**config.mk**
```make
export PLATFORM = sky130hd
export DESIGN_NAME = tnn_feature_packer
export DESIGN_NICKNAME = d
export VERILOG_FILES = /design/src/rtl/tnn_feature_packer.sv
export SDC_FILE = /design/constraint.sdc
export NUM_CORES = 1
export LEC_CHECK = 0
export CAP_MARGIN = 20
export CORE_ASPECT_RATIO = 0.75
export CORE_MARGIN = 2
export CORE_UTILIZATION = 46
export CTS_CLUSTER_SIZE = 25
export DETAILED_ROUTE_END_ITERATION = 16
export DONT_BUFFER_PORTS = 1
export GPL_TIMING_DRIVEN = 0
export PLACE_DENSITY = 0.63
export SYNTH_ARGS = -nofsm -noshare
export SYNTH_HDL_FRONTEND = slang
export SYNTH_SLANG_ARGS = --single-unit
export TNS_END_PERCENT = 20
```
**constraint.sdc**
```tcl
create_clock -name clk -period 1.7 [get_ports clk]
set_input_delay 0.34 -clock clk [delete_from_list [all_inputs] [get_ports clk]]
set_output_delay 0.34 -clock clk [all_outputs]
set_load 0.02 [all_outputs]
```
**src/rtl/tnn_feature_packer.sv**
```systemverilog
// tnn_feature_packer
//   Quantises a stream of raw unsigned samples to 2-bit codes and packs
//   four of them (a,b,c,d) into one 8-bit frame for a 2-bit neuron stage.
//   in_last before the 4th sample aborts the frame.
//
// Ports
//   clk, rst_n                    clock, async active-low reset
//   in_valid/in_ready/in_data     raw sample handshake
//   in_last                       early end-of-frame (abort unless 4th)
//   cfg_thr1..3                   quantisation thresholds
//   err_clr                       clears err_sticky
//   out_valid/out_ready/out_frame packed frame handshake
//                                 [1:0]=a [3:2]=b [5:4]=c [7:6]=d
//   frame_err                     one-cycle pulse per abort
//   err_sticky                    latched abort flag
//   frame_cnt                     frames delivered, wraps
module tnn_feature_packer #(
  parameter int DATA_W = 8,
  parameter int N_FEAT = 4
) (
  input  logic                clk,
  input  logic                rst_n,
  input  logic                in_valid,
  output logic                in_ready,
  input  logic [DATA_W-1:0]   in_data,
  input  logic                in_last,
  input  logic [DATA_W-1:0]   cfg_thr1,
  input  logic [DATA_W-1:0]   cfg_thr2,
  input  logic [DATA_W-1:0]   cfg_thr3,
  input  logic                err_clr,
  output logic                out_valid,
  input  logic                out_ready,
  output logic [2*N_FEAT-1:0] out_frame,
  output logic                frame_err,
  output logic                err_sticky,
  output logic [15:0]         frame_cnt
);

  typedef enum logic {COLLECT = 1'b0, FULL = 1'b1} state_t;

  state_t                    state_q, state_d;
  logic [1:0]                idx_q, idx_d;
  logic [N_FEAT-1:0][1:0]    coll_q, coll_d;
  logic [N_FEAT-1:0][1:0]    frame_now;
  logic [2*N_FEAT-1:0]       out_frame_q, out_frame_d;
  logic                      out_valid_q, out_valid_d;
  logic                      frame_err_q, frame_err_d;
  logic                      err_sticky_q, err_sticky_d;
  logic [15:0]               frame_cnt_q, frame_cnt_d;
  // Held low through reset so in_ready only rises on the first edge after release.
  logic                      rdy_q, rdy_d;

  logic [1:0] q;
  logic       accept, out_xfer, can_load, abort;

  // First matching rule wins, so non-monotonic thresholds need no special care.
  always_comb begin
    if (in_data < cfg_thr1)      q = 2'd0;
    else if (in_data < cfg_thr2) q = 2'd1;
    else if (in_data < cfg_thr3) q = 2'd2;
    else                         q = 2'd3;
  end

  assign in_ready = rdy_q && (state_q == COLLECT);
  assign accept   = in_valid && in_ready;
  assign out_xfer = out_valid_q && out_ready;
  // Output register is free this edge: empty, or being drained right now.
  assign can_load = !out_valid_q || out_xfer;
  assign abort    = accept && in_last && (idx_q != 2'd3);

  always_comb begin
    frame_now           = coll_q;
    frame_now[idx_q]    = q;
  end

  always_comb begin
    state_d      = state_q;
    idx_d        = idx_q;
    coll_d       = coll_q;
    out_frame_d  = out_frame_q;
    out_valid_d  = out_valid_q && !out_xfer;
    frame_err_d  = 1'b0;
    err_sticky_d = err_sticky_q;
    frame_cnt_d  = frame_cnt_q + {15'd0, out_xfer};
    rdy_d        = 1'b1;

    case (state_q)
      COLLECT: begin
        if (abort) begin
          idx_d       = 2'd0;
          frame_err_d = 1'b1;
        end else if (accept) begin
          coll_d = frame_now;
          if (idx_q == 2'd3) begin
            idx_d = 2'd0;
            if (can_load) begin
              out_frame_d = frame_now;
              out_valid_d = 1'b1;
            end else begin
              state_d = FULL;
            end
          end else begin
            idx_d = idx_q + 2'd1;
          end
        end
      end
      FULL: begin
        // coll_q holds the complete pending frame here.
        if (can_load) begin
          out_frame_d = coll_q;
          out_valid_d = 1'b1;
          state_d     = COLLECT;
          idx_d       = 2'd0;
        end
      end
      default: state_d = COLLECT;
    endcase

    // Set wins over clear.
    if (err_clr) err_sticky_d = 1'b0;
    if (abort)   err_sticky_d = 1'b1;
  end

  always_ff @(posedge clk or negedge rst_n) begin
    if (!rst_n) begin
      state_q      <= COLLECT;
      idx_q        <= 2'd0;
      coll_q       <= '0;
      out_frame_q  <= '0;
      out_valid_q  <= 1'b0;
      frame_err_q  <= 1'b0;
      err_sticky_q <= 1'b0;
      frame_cnt_q  <= 16'd0;
      rdy_q        <= 1'b0;
    end else begin
      state_q      <= state_d;
      idx_q        <= idx_d;
      coll_q       <= coll_d;
      out_frame_q  <= out_frame_d;
      out_valid_q  <= out_valid_d;
      frame_err_q  <= frame_err_d;
      err_sticky_q <= err_sticky_d;
      frame_cnt_q  <= frame_cnt_d;
      rdy_q        <= rdy_d;
    end
  end

  assign out_valid  = out_valid_q;
  assign out_frame  = out_frame_q;
  assign frame_err  = frame_err_q;
  assign err_sticky = err_sticky_q;
  assign frame_cnt  = frame_cnt_q;

endmodule

```
Word level (Yosys, flattened, before mapping)

Index checks and enable logic that the tools add are counted.

Flip-flop bits (word level): 39
Bits in latches: 0
Bits in writable memories: 0
ROM bits: 0
Input port bits: 38
Output and inout port bits: 28
Memories: 0

Add/subtract/negate cells: 2
Multiply operators: 0
Div/mod/pow operators: 0
Magnitude comparators: 5
Equality and inequality tests: 8
Shifts and indexed selects: 0
Mux-type cells: 31
Bitwise operators: 2
Reductions and logical operators: 14

Operators by type and width:

| cell                                                                   | number |
|---|---|
| 8-bit two-way mux                                                      | 5 |
| 8-bit < comparator                                                     | 3 |
| 16-bit by 1-bit adder with 16-bit output                               | 1 |
| 8-bit one-hot mux with 2 select lines                                  | 1 |
| 2-bit two-way mux                                                      | 7 |
| 1-bit two-way mux                                                      | 13 |
| 8-bit bitwise mux                                                      | 1 |
| 2-bit != test (second input constant)                                  | 4 |
| 1-bit logical AND                                                      | 7 |
| 5-bit AND reduction                                                    | 1 |
| 2-bit demux with 2-bit select                                          | 1 |
| 2-bit by 1-bit != test with 1-bit output (second input constant)       | 2 |
| 1-bit one-hot mux with 2 select lines                                  | 2 |
| 2-bit one-hot mux with 2 select lines                                  | 1 |
| 2-bit by 3-bit < comparator with 1-bit output (second input constant)  | 1 |
| 3-bit != test (second input constant)                                  | 1 |
| 3-bit AND reduction                                                    | 1 |
| 2-bit by 1-bit adder with 2-bit output (second input constant)         | 1 |
| 2-bit == test (second input constant)                                  | 1 |
| 2-bit by 1-bit >= comparator with 1-bit output (second input constant) | 1 |
| 1-bit logical NOT                                                      | 2 |
| 1-bit NOT                                                              | 2 |
| 2-bit AND reduction                                                    | 1 |
| 2-bit nonzero test                                                     | 1 |
| 1-bit logical OR                                                       | 1 |

Logic depth before layout (Yosys ltp)

Gate-level depths: netlist of the first run.

Depth in word-level cells: 10
Depth in mapped cells: 8

Least setup slack after synthesis of the first run

OpenSTA, ideal clock, no wires.

Path kind: input-to-reg
Start point: input port cfg_thr2[7]
End point: register coll_q[2] (netlist name)
Setup time: 0.141 ns
Arrival time: 1.611 ns
Required time: 1.559 ns
Path slack: -0.052 ns
Cell stages on the path: 7
Path through: inv_1 -> ha_1 -> nand2_1 -> o21ai_0 -> a31oi_4 -> o41ai_4 -> o21ai_0

Word-level cells in the longest chain between the ends: 4

RTL lines:

| element              | line | source |
|---|---|---|
| from (decl)          | 28   | `input logic [DATA_W-1:0] cfg_thr2,` |
| 8-bit < comparator   | 59   | `else if (in_data < cfg_thr2) q = 2'd1;` |
| 2-bit two-way mux    | 59   |  |
| 2-bit two-way mux    | 58   | `if (in_data < cfg_thr1) q = 2'd0;` |
| 8-bit bitwise mux    | 73   | `frame_now[idx_q] = q;` |
| to (signal assigned) | 138  | `coll_q <= coll_d;` |
| to (decl)            | 43   | `logic [N_FEAT-1:0][1:0] coll_q, coll_d;` |

Every way passes these cells.
A chain may end at the register's enable or synchronous reset.

Final worst setup path of the first run

Start point: input port cfg_thr3[6]
End point: register coll_q[4] (netlist name)

Word-level cells in the longest chain between the ends: 5

RTL lines:

| element            | line | source |
|---|---|---|
| from (decl)        | 29   | `input logic [DATA_W-1:0] cfg_thr3,` |
| 8-bit < comparator | 60   | `else if (in_data < cfg_thr3) q = 2'd2;` |
| 1-bit two-way mux  | 60   |  |
| 2-bit two-way mux  | 59   |  |
| 2-bit two-way mux  | 58   |  |
| 8-bit bitwise mux  | 73   |  |

Every way passes these cells.

==> metrics.csv, run 1 <==
metric;value;unit
setup violators final;0;
synth top area cells;dfrtp_1 (43%), ha_1 (15%), inv_1 (4.3%);
clk_lat worst skew;0.29;ns
layout cell share with drive strength beyond 1;10.4;%
CTS tree;done;
row count;22;
most frequent cells in the layout;dfrtp_1 (37), inv_1 (26), ha_1 (24);
wirelength, routed;4.30;mm
Crit. path cell count;6;
total power;2250;uW
Least-Margin Pin Slew;0.527;ns
clk_skew;0.00441;ns
commonest non-fill, non-tap cell in the layout;dfrtp_1;
initial antenna violation count;0;
RePlAce Congestion;0.745;
Net Count, Synth;296;
# clock sinks;39;
VDD IR max;0.622;mV
count of final hold-check violations;0;
Final WS setup;0.0828;ns
crit-path max cell delay;0.61;ns
share of the synthesized area in the top cell type;42.6;%
synthesized area;2290;um^2
area grow syn2layout;10.1;%
Worst Path Buf+Inv;1;
Top-Level Pins;66;
flop2flop setup slack;0.10;ns
number of flops mapped to enable cells by yosys;0;
Worst Hold Path EP;frame_err$_DFF_PN0_;
Slowest cell on crit path;o41ai_4;
maxcap violations;0;
DRC viols;0;
Main synth FF type;dfrtp_1;
non-filler cells, final;301;
dpl hpwl;3.31;mm
Post-DRT Antenna Nets;0;
achievable clock frequency;618;MHz
core area;4840;um^2
Synth cell types;39;
Hold WC Path Type;in -> reg;
reg2reg path depth;6;
Max FO, Critical Path;8;
critical path class;in -> reg;
Initial Util;47.3;%
via count;1584;
met3 WL;205;um
Cells after Synth;231;
Seq cells post-synth;39;
worst hold start;in_last;
leakage power;0.00125;uW
GR Util All Layers;16.4;%
CTS Buffer Depth;2;
DRT iter0 DRCs;58;
Final Cycle Share;95.1;%
RSZ-0062 raised after global routing;yes;
htree depth;2;
Syn Area/Cell;9.91;um^2
RR Startpoint;idx_q[1]$_DFFE_PN0P_;
Num CTS Buffers;5;
status;complete, no violations;
Reg clk slew, reported paths;0.07;ns
FFs w/ async S/R, synth;100;%
global route overflow;0;
Total Die Area;5560;um^2
sequential share of the synthesized area;42.6;%
vias in the first global route;1543;
Die X;85.5;um
fin crit period;1.62;ns
first-pass GRT wire length;7.16;mm
crit path DAT;1.76;ns
IO buf count;0;
crit start category;primary input;
WHS Path Cells;1;
Placement Setup Slack;-0.218;ns
Power Dens Cells;895;nW/um^2
Worst EP required;1.84;ns
Post-Route M1 WL;2.10;mm
Antenna diodes;0;
RR Endpoint;out_frame[6]$_DFFE_PN0P_;
Slew Viols, Final;0;
top routing layer used;met4;
Ys Warns;0;
First-pass DRT Iterations;4;
fill count;446;
vias per cell;5.26;
Top Family by Delay on Critical Path;compound AO/OA/AOI/OAI gates;
Slew HR;64.7;%
CP cell instances;inv_1 > ha_1 > a21oi_1 > a21boi_0 > o41ai_4 > o21ai_0;
final net count;305;
DR WL/cell;14.3;um
die height;65.1;um
most area-hungry cell type in the Yosys netlist;dfrtp_1;
Setup crit end kind;flop;
placed instance count;291;
CTS root buf;clkbuf_8;
largest net degree at the start of global routing;40;
met2 wire len;1.95;mm
==> Yosys cell counts (2+ instances only) <==
cell,instances
a21oi_1,14
o31ai_1,8
xor2_1,4
inv_1,26
a32oi_1,2
nor2_1,9
xnor2_1,10
buf_6,2
a2111o_1,2
nor3_1,2
ha_1,27
nand2b_1,5
o21ai_0,13
nor2b_1,2
nand2_1,21
and3_1,8
nand4_1,4
or2b_1,4
dfrtp_1,39
nand3_1,8
and2_1,2
or2_2,2
==> registers in the layout, indices dropped and copies added (netlist names) <==
name	flops
err_sticky	1
frame_err	1
frame_cnt	16
rdy_q	1
out_frame	8
coll_q	8
out_valid	1
state_q	1
idx_q	2
==> power breakdown <==
part / internal [uW] / switching (uW)
registers: 1070 / 200
logic: 175 / 215
clock network: 288 / 305
total: 1530 / 720
==> worst max-delay path by stage <==
stage | start | slack (ns) | end
6_report | cfg_thr3[6] | 0.08 | coll_q[4]$_DFFE_PN0P_
5_1_grt | cfg_thr3[6] | -0.002 | coll_q[0]$_DFFE_PN0P_
4_1_cts | frame_cnt[2]$_DFF_PN0_ | -0.001 | frame_cnt[13]$_DFF_PN0_
3_5_place_dp | cfg_thr2[7] | -0.22 | coll_q[4]$_DFFE_PN0P_
3_3_place_gp | cfg_thr2[7] | -0.20 | coll_q[2]$_DFFE_PN0P_
2_1_floorplan | cfg_thr2[7] | 0.004 | coll_q[2]$_DFFE_PN0P_
==> what timing repair did <==
item                                   4_1_cts  5_1_grt
hold buffers                                 2        0
setup endpoints to repair                   12       16
buffers inserted                             0        1
resized for setup                            2        8
pin swaps                                    0        2
endpoints found under the hold margin       39        0
==> worst reg2reg max path: stages, from the launching register on <==
cell	delay (ns)
dfrtp_1	0.42
ha_2	0.26
a31oi_4	0.11
or2_4	0.29
buf_6	0.15
a32oi_1	0.14
o31ai_1	0.10
==> kinds of logic (layout without fill, tap and decap cells) <==
logic type	count (synthesis)	in the layout	synth area share, %
and+or+nand+nor	71	71	16.4
AOI/OAI and AO/OA	49	49	15.1
other	1	1	0.164
buffers and inverters	30	40	5.63
xor gates and xnor gates	14	14	5.35
DFF	39	39	42.6
adders and majority gates	27	27	14.8
==> layer usage <==
metal	vias up	GRT usage, %
li1	813	-
met1	733	21.8
met2	30	25.2
met3	8	5.90
met4	0	4.76
met5	-	0
==> metrics by stage <==
stage                     hold WS (ns)  util [%]  instance area (um^2)  TNS (ns)
after floorplan                 0.0444         -                  2290         0
after global placement          0.0451      48.8                  2360     -2.47
after detailed placement        0.0452      48.8                  2360     -2.62
after CTS                        0.196      51.1                  2480  -0.00129
after global routing             0.201      52.0                  2520  -0.00320
final                            0.204      52.0                  2520         0
==> final cells by class <==
class                      instances  area (um^2)  area share [%]
multi-input combinational        162         1220            48.5
clock inverter                     1         5.00           0.199
inverter                          26         97.6            3.87
sequential                        39          978            38.8
clock buffer                       7         76.3            3.03
timing repair buffer               3         37.5            1.49
tap                               60         75.1            2.98
buffer                             3         27.5            1.09
Power figures use the tool's default switching activity.
==> inputs of run 2 (changes only) <==
--- a/config.mk
+++ b/config.mk
@@ -13,7 +13,8 @@
 export DETAILED_ROUTE_END_ITERATION = 16
 export DONT_BUFFER_PORTS = 1
 export GPL_TIMING_DRIVEN = 0
-export PLACE_DENSITY = 0.63
+export HOLD_SLACK_MARGIN = 0.05
+export PLACE_DENSITY_LB_ADDON = 0.15
 export SYNTH_ARGS = -nofsm -noshare
 export SYNTH_HDL_FRONTEND = slang
 export SYNTH_SLANG_ARGS = --single-unit
==> run 2 against run 1 <==
  * Hold slack improved by 0.0026 ns
  * Setup slack improved by 0.017 ns
  * Sequential power barely moved
  * Critical path type is now reg -> reg
==> metrics.csv, run 2 (synthesis gave the netlist of run 1 again) <==
metric;value;unit;change
Setup crit end;out_frame[2]$_DFFE_PN0P_;;
initial antenna violation count;0;;unchanged
crit path launch;idx_q[1]$_DFFE_PN0P_;;
wirelength, routed;4.29;mm;-0.30%
count of final hold-check violations;0;;unchanged
most frequent cells in the layout;dfrtp_1 (34), inv_1 (26), ha_1 (24);;
Power Dens Cells;962;nW/um^2;+7.5%
Post-DRT Antenna Nets;0;;unchanged
Num CTS Buffers;5;;unchanged
CTS Buffer Depth;2;;unchanged
DR WL/cell;14.2;um;-0.30%
Reg clk slew, reported paths;0.07;ns;about the same
leakage power;0.00127;uW;+1.2%
Hold WC Path Type;in -> reg;;
WHS Path Cells;2;;+1
CTS tree;done;;
Initial Util;47.3;%;unchanged
core area;4840;um^2;unchanged
area of the multi-input gates;1240;um^2;+1.3%
die height;65.1;um;unchanged
status;complete, no violations;;
DRT iter0 DRCs;93;;+60%
clk_skew;0.00344;ns;-0.000971 ns
# clock sinks;39;;unchanged
vias per cell;5.14;;-2.4%
RSZ-0062 raised after global routing;yes;;
area grow syn2layout;12.5;%;
clk_lat worst skew;0.29;ns;about the same
Placement Setup Slack;-0.227;ns;-0.00870 ns
flop2flop setup slack;0.1;ns;about the same
worst hold start;err_clr;;
DRC viols;0;;unchanged
fill count;437;;-2.0%
first-pass GRT wire length;7.16;mm;unchanged
Setup TNS;0;ns;unchanged
CTS root buf;clkbuf_8;;
RR Startpoint;idx_q[1]$_DFFE_PN0P_;;
Least-Margin Pin Slew;0.496;ns;-0.0316 ns
maxcap violations;0;;unchanged
Max FO, Critical Path;4;;-4
GR Util All Layers;16.6;%;+0.28 points
max FFs per register;16;;unchanged
Final WS setup;0.0997;ns;+0.0169 ns
First-pass DRT Iterations;4;;unchanged
setup violators final;0;;unchanged
vias in the first global route;1528;;-0.97%
IO buf count;0;;unchanged
Top-Level Pins;66;;unchanged
Slew Viols, Final;0;;unchanged
Total Die Area;5560;um^2;unchanged
critical path class;reg -> reg;;
RePlAce Congestion;0.734;;-1.5%
Antenna diodes;0;;unchanged
Register Area;982;um^2;+0.38%
largest net degree at the start of global routing;40;;unchanged
dpl hpwl;3.23;mm;-2.7%
global route overflow;0;;unchanged
via count;1546;;-2.4%
fin crit period;1.60;ns;-0.0169 ns
crit path DAT;1.75;ns;about the same
Slew HR;66.9;%;+2.1 points
Die X;85.5;um;unchanged
Layout Utilization;53.2;%;+1.2 points
commonest non-fill, non-tap cell in the layout;dfrtp_1;;
crit start category;flop;;
VDD IR max;0.593;mV;-4.7%
layout cell share with drive strength beyond 1;13.3;%;+2.9 points
htree depth;2;;unchanged
Setup crit end kind;flop;;
row count;22;;unchanged
reg2reg path depth;7;;+1
Worst EP required;1.85;ns;about the same
RR Endpoint;out_frame[2]$_DFFE_PN0P_;;
final net count;305;;unchanged
achievable clock frequency;625;MHz;+1.1%
Final Cycle Share;94.1;%;-0.99 points
## run 2: worst min-delay path by stage
stage / slack, ns / end
floorplan: 0.04 / coll_q[0]$_DFFE_PN0P_
global placement: 0.05 / frame_cnt[15]$_DFF_PN0_
detailed placement: 0.05 / frame_cnt[15]$_DFF_PN0_
CTS: 0.20 / err_sticky$_DFFE_PN0P_
global route: 0.20 / err_sticky$_DFFE_PN0P_
finish: 0.21 / err_sticky$_DFFE_PN0P_
## run 2: critical path: stages (launching register included)
cell and delay, ns:
dfrtp_1 0.42, buf_4 0.16, inv_1 0.07, ha_1 0.16
or2b_1 0.28, and3_1 0.19, a21oi_1 0.11, o31ai_1 0.09
## run 2: cell type report
class / count / share of cell area [%]
plain buffers: 3 / 1.07
clock buffers: 6 / 3.21
clock inverters: 2 / 1.36
inverters: 26 / 3.79
multi-input cells: 162 / 48.1
flip-flops and latches: 39 / 38.1
well taps: 60 / 2.91
repair buffers: 3 / 1.46
## run 2: per-stage QoR
| stage | std cells | power (uW) | cell area, um^2 | hold slack, ns |
|---|---|---|---|---|
| after floorplan | 231 | 1540 | 2290 | 0.0444 |
| after global placement | 291 | 1620 | 2360 | 0.0452 |
| after detailed placement | 291 | 1640 | 2360 | 0.0453 |
| after CTS | 300 | 2470 | 2520 | 0.198 |
| after global routing | 301 | 2650 | 2580 | 0.197 |
| final | 301 | 2480 | 2580 | 0.206 |
## run 2: power breakdown
part	switching [uW]	total, uW	internal, uW
clock network	321	796	475
registers	204	1280	1070
logic	217	408	190
total	743	2480	1740
## run 2: timing repair
item / CTS / global route
setup buffers: 0 / 1
hold endpoints to repair: 39 / 0
gates resized for setup: 4 / 13
setup endpoints to repair: 12 / 16
pin swaps: 0 / 3
hold buffers: 2 / 0
## run 2: per-layer routing
metal / routed length (um) / up-vias / track usage [%]
li1: - / 813 / -
met5: 0 / - / 0
met2: 1920 / 30 / 24.8
met4: 10 / 0 / 2.98
met1: 2130 / 701 / 23.0
met3: 228 / 2 / 7.04
==> inputs of run 3 (changes only) <==
--- a/config.mk
+++ b/config.mk
@@ -15,6 +15,7 @@
 export GPL_TIMING_DRIVEN = 0
 export HOLD_SLACK_MARGIN = 0.05
 export PLACE_DENSITY_LB_ADDON = 0.15
+export REMOVE_ABC_BUFFERS = 1
 export SYNTH_ARGS = -nofsm -noshare
 export SYNTH_HDL_FRONTEND = slang
 export SYNTH_SLANG_ARGS = --single-unit
==> run 3 against run 2 <==
  * Count of clock-buffer cells in the layout up 2
  * Routed wire length down 1.5%
  * Highest routed layer unchanged
  * Critical endpoint is now coll_q[6]$_DFFE_PN0P_
  * Sequential share of layout area up 1.1 points
  * Cell count down 1.3%
==> metrics.csv, run 3 (synthesis gave the netlist of run 1 again) <==
metric;value;unit;change
initial antenna violation count;0;;unchanged
final net count;301;;-1.3%
status;complete, no violations;;
Hold WC Path Type;in -> reg;;
Power Dens Cells;932;nW/um^2;-3.1%
Most Crowded Layer GR;met2;;
htree depth;2;;unchanged
Least-Margin Pin Slew;0.538;ns;+0.0429 ns
# clock sinks;39;;unchanged
critical path class;in -> reg;;
Post-DRT Antenna Nets;0;;unchanged
Initial Util;47.3;%;unchanged
Setup crit end;coll_q[6]$_DFFE_PN0P_;;
Antenna diodes;0;;unchanged
core area;4840;um^2;unchanged
flop2flop setup slack;0.1;ns;about the same
via count;1578;;+2.1%
crit start category;primary input;;
Slew HR;64.0;%;-2.9 points
Post-CTS Setup Repair Bufs;0;;unchanged
dpl hpwl;3.20;mm;-0.75%
Min Hold Slack;0.208;ns;+0.00121 ns
Total Die Area;5560;um^2;unchanged
max FFs per register;16;;unchanged
leakage power;0.00124;uW;-2.3%
area of the multi-input gates;1220;um^2;-1.5%
achievable clock frequency;625;MHz;about the same
CTS root buf;clkbuf_8;;
largest net degree at the start of global routing;40;;unchanged
most frequent cells in the layout;dfrtp_1 (35), inv_1 (26), ha_1 (25);;
Die X;85.5;um;unchanged
crit path DAT;1.75;ns;about the same
clk_skew;0.00343;ns;-0.00000688 ns
commonest non-fill, non-tap cell in the layout;dfrtp_1;;
first-pass GRT wire length;6.96;mm;-2.9%
Register Area;981;um^2;-0.13%
met1 usage;21.8;%;-1.2 points
maxcap violations;0;;unchanged
fill count;455;;+4.1%
setup violators final;0;;unchanged
Max FO, Critical Path;8;;+4
reg2reg path depth;6;;-1
Final Cycle Share;94.2;%;about the same
vias in the first global route;1548;;+1.3%
IO buf count;0;;unchanged
DRT iter0 DRCs;25;;-73%
Layout Utilization;51.7;%;-1.5 points
vias per cell;5.31;;+3.4%
DRC viols;0;;unchanged
area grow syn2layout;9.34;%;
VDD IR max;0.564;mV;-4.9%
GR Util All Layers;16.0;%;-0.65 points
layout cell share with drive strength beyond 1;11.0;%;-2.3 points
RR Startpoint;out_valid$_DFF_PN0_;;
CTS Buffer Depth;2;;unchanged
RR Endpoint;frame_cnt[15]$_DFF_PN0_;;
Top-Level Pins;66;;unchanged
clk_lat worst skew;0.29;ns;about the same
met2 Use GR;23.6;%;-1.2 points
count of final hold-check violations;0;;unchanged
global route overflow;0;;unchanged
Slew Viols, Final;0;;unchanged
CTS tree;done;;
met3 Track Usage GR;5.90;%;-1.1 points
DR WL/cell;14.2;um;-0.21%
Worst EP required;1.85;ns;about the same
wirelength, routed;4.22;mm;-1.5%
row count;22;;unchanged
Reg clk slew, reported paths;0.07;ns;about the same
Setup TNS;0;ns;unchanged
die height;65.1;um;unchanged
RePlAce Congestion;0.728;;-0.82%
RSZ-0062 raised after global routing;yes;;
Num CTS Buffers;5;;unchanged
fin crit period;1.60;ns;+0.000459 ns
crit path launch;cfg_thr3[6];;
First-pass DRT Iterations;4;;unchanged
Setup crit end kind;flop;;
-- run 3: cell types whose count changed in the layout (fill, tap and decap cells not counted), sizes merged --
cell / before / now
clkinv: 1 / 0
buf: 5 / 1
clkbuf: 6 / 8
bufinv: 1 / 0
-- run 3: how the worst min path moves through the flow --
stage                 start                       to  slack, ns  depth (start not counted)
floorplan             rst_n    coll_q[0]$_DFFE_PN0P_       0.04                          0
global placement      rst_n  frame_cnt[15]$_DFF_PN0_       0.05                          0
detailed placement    rst_n  frame_cnt[15]$_DFF_PN0_       0.05                          0
CTS                 in_last      frame_err$_DFF_PN0_       0.20                          1
global route        in_last      frame_err$_DFF_PN0_       0.19                          1
finish              in_last      frame_err$_DFF_PN0_       0.21                          1
-- run 3: cell type report --
type	instances	area share [%]
tap	60	3.00
multi-input combinational	162	48.7
sequential	39	39.2
inverter	26	3.90
clock buffer	8	4.00
timing repair buffer	2	1.20
-- run 3: critical path, stage by stage --
cell      delay (ns)
inv_1           0.02
ha_1            0.29
a21oi_1         0.14
a21boi_0        0.16
o41ai_4         0.62
o21ai_0         0.18
-- run 3: through the flow --
stage               cell area (um^2)  worst slack, ns  total power, uW  std cells
detailed placement              2330           -0.379             1640        287
global route                    2500          -0.0269             2490        297
CTS                             2470           0.0179             2360        297
floorplan                       2260          -0.0522             1540        227
finish                          2500           0.0992             2330        297
global placement                2330           -0.365             1620        287
-- run 3: report_power, final --
part	total (uW)	internal, uW	switching [uW]
Clock	682	370	312
Combinational	381	171	210
Sequential	1270	1070	200
-- run 3: layer usage --
| layer | routed length [um] | share of wire, % | vias to the layer above |
|---|---|---|---|
| met5 | 0 | 0 | - |
| met4 | 55 | 1.3 | 0 |
| met3 | 241 | 5.7 | 8 |
| met2 | 1780 | 42 | 29 |
| met1 | 2140 | 51 | 734 |
| li1 | - | - | 807 |
-- run 3: what timing repair did --
action,4_1_cts,5_1_grt
hold buffers,2,0
setup endpoints to repair,10,17
gates resized for setup,2,12
pin swaps,1,2
endpoints found under the hold margin,39,0
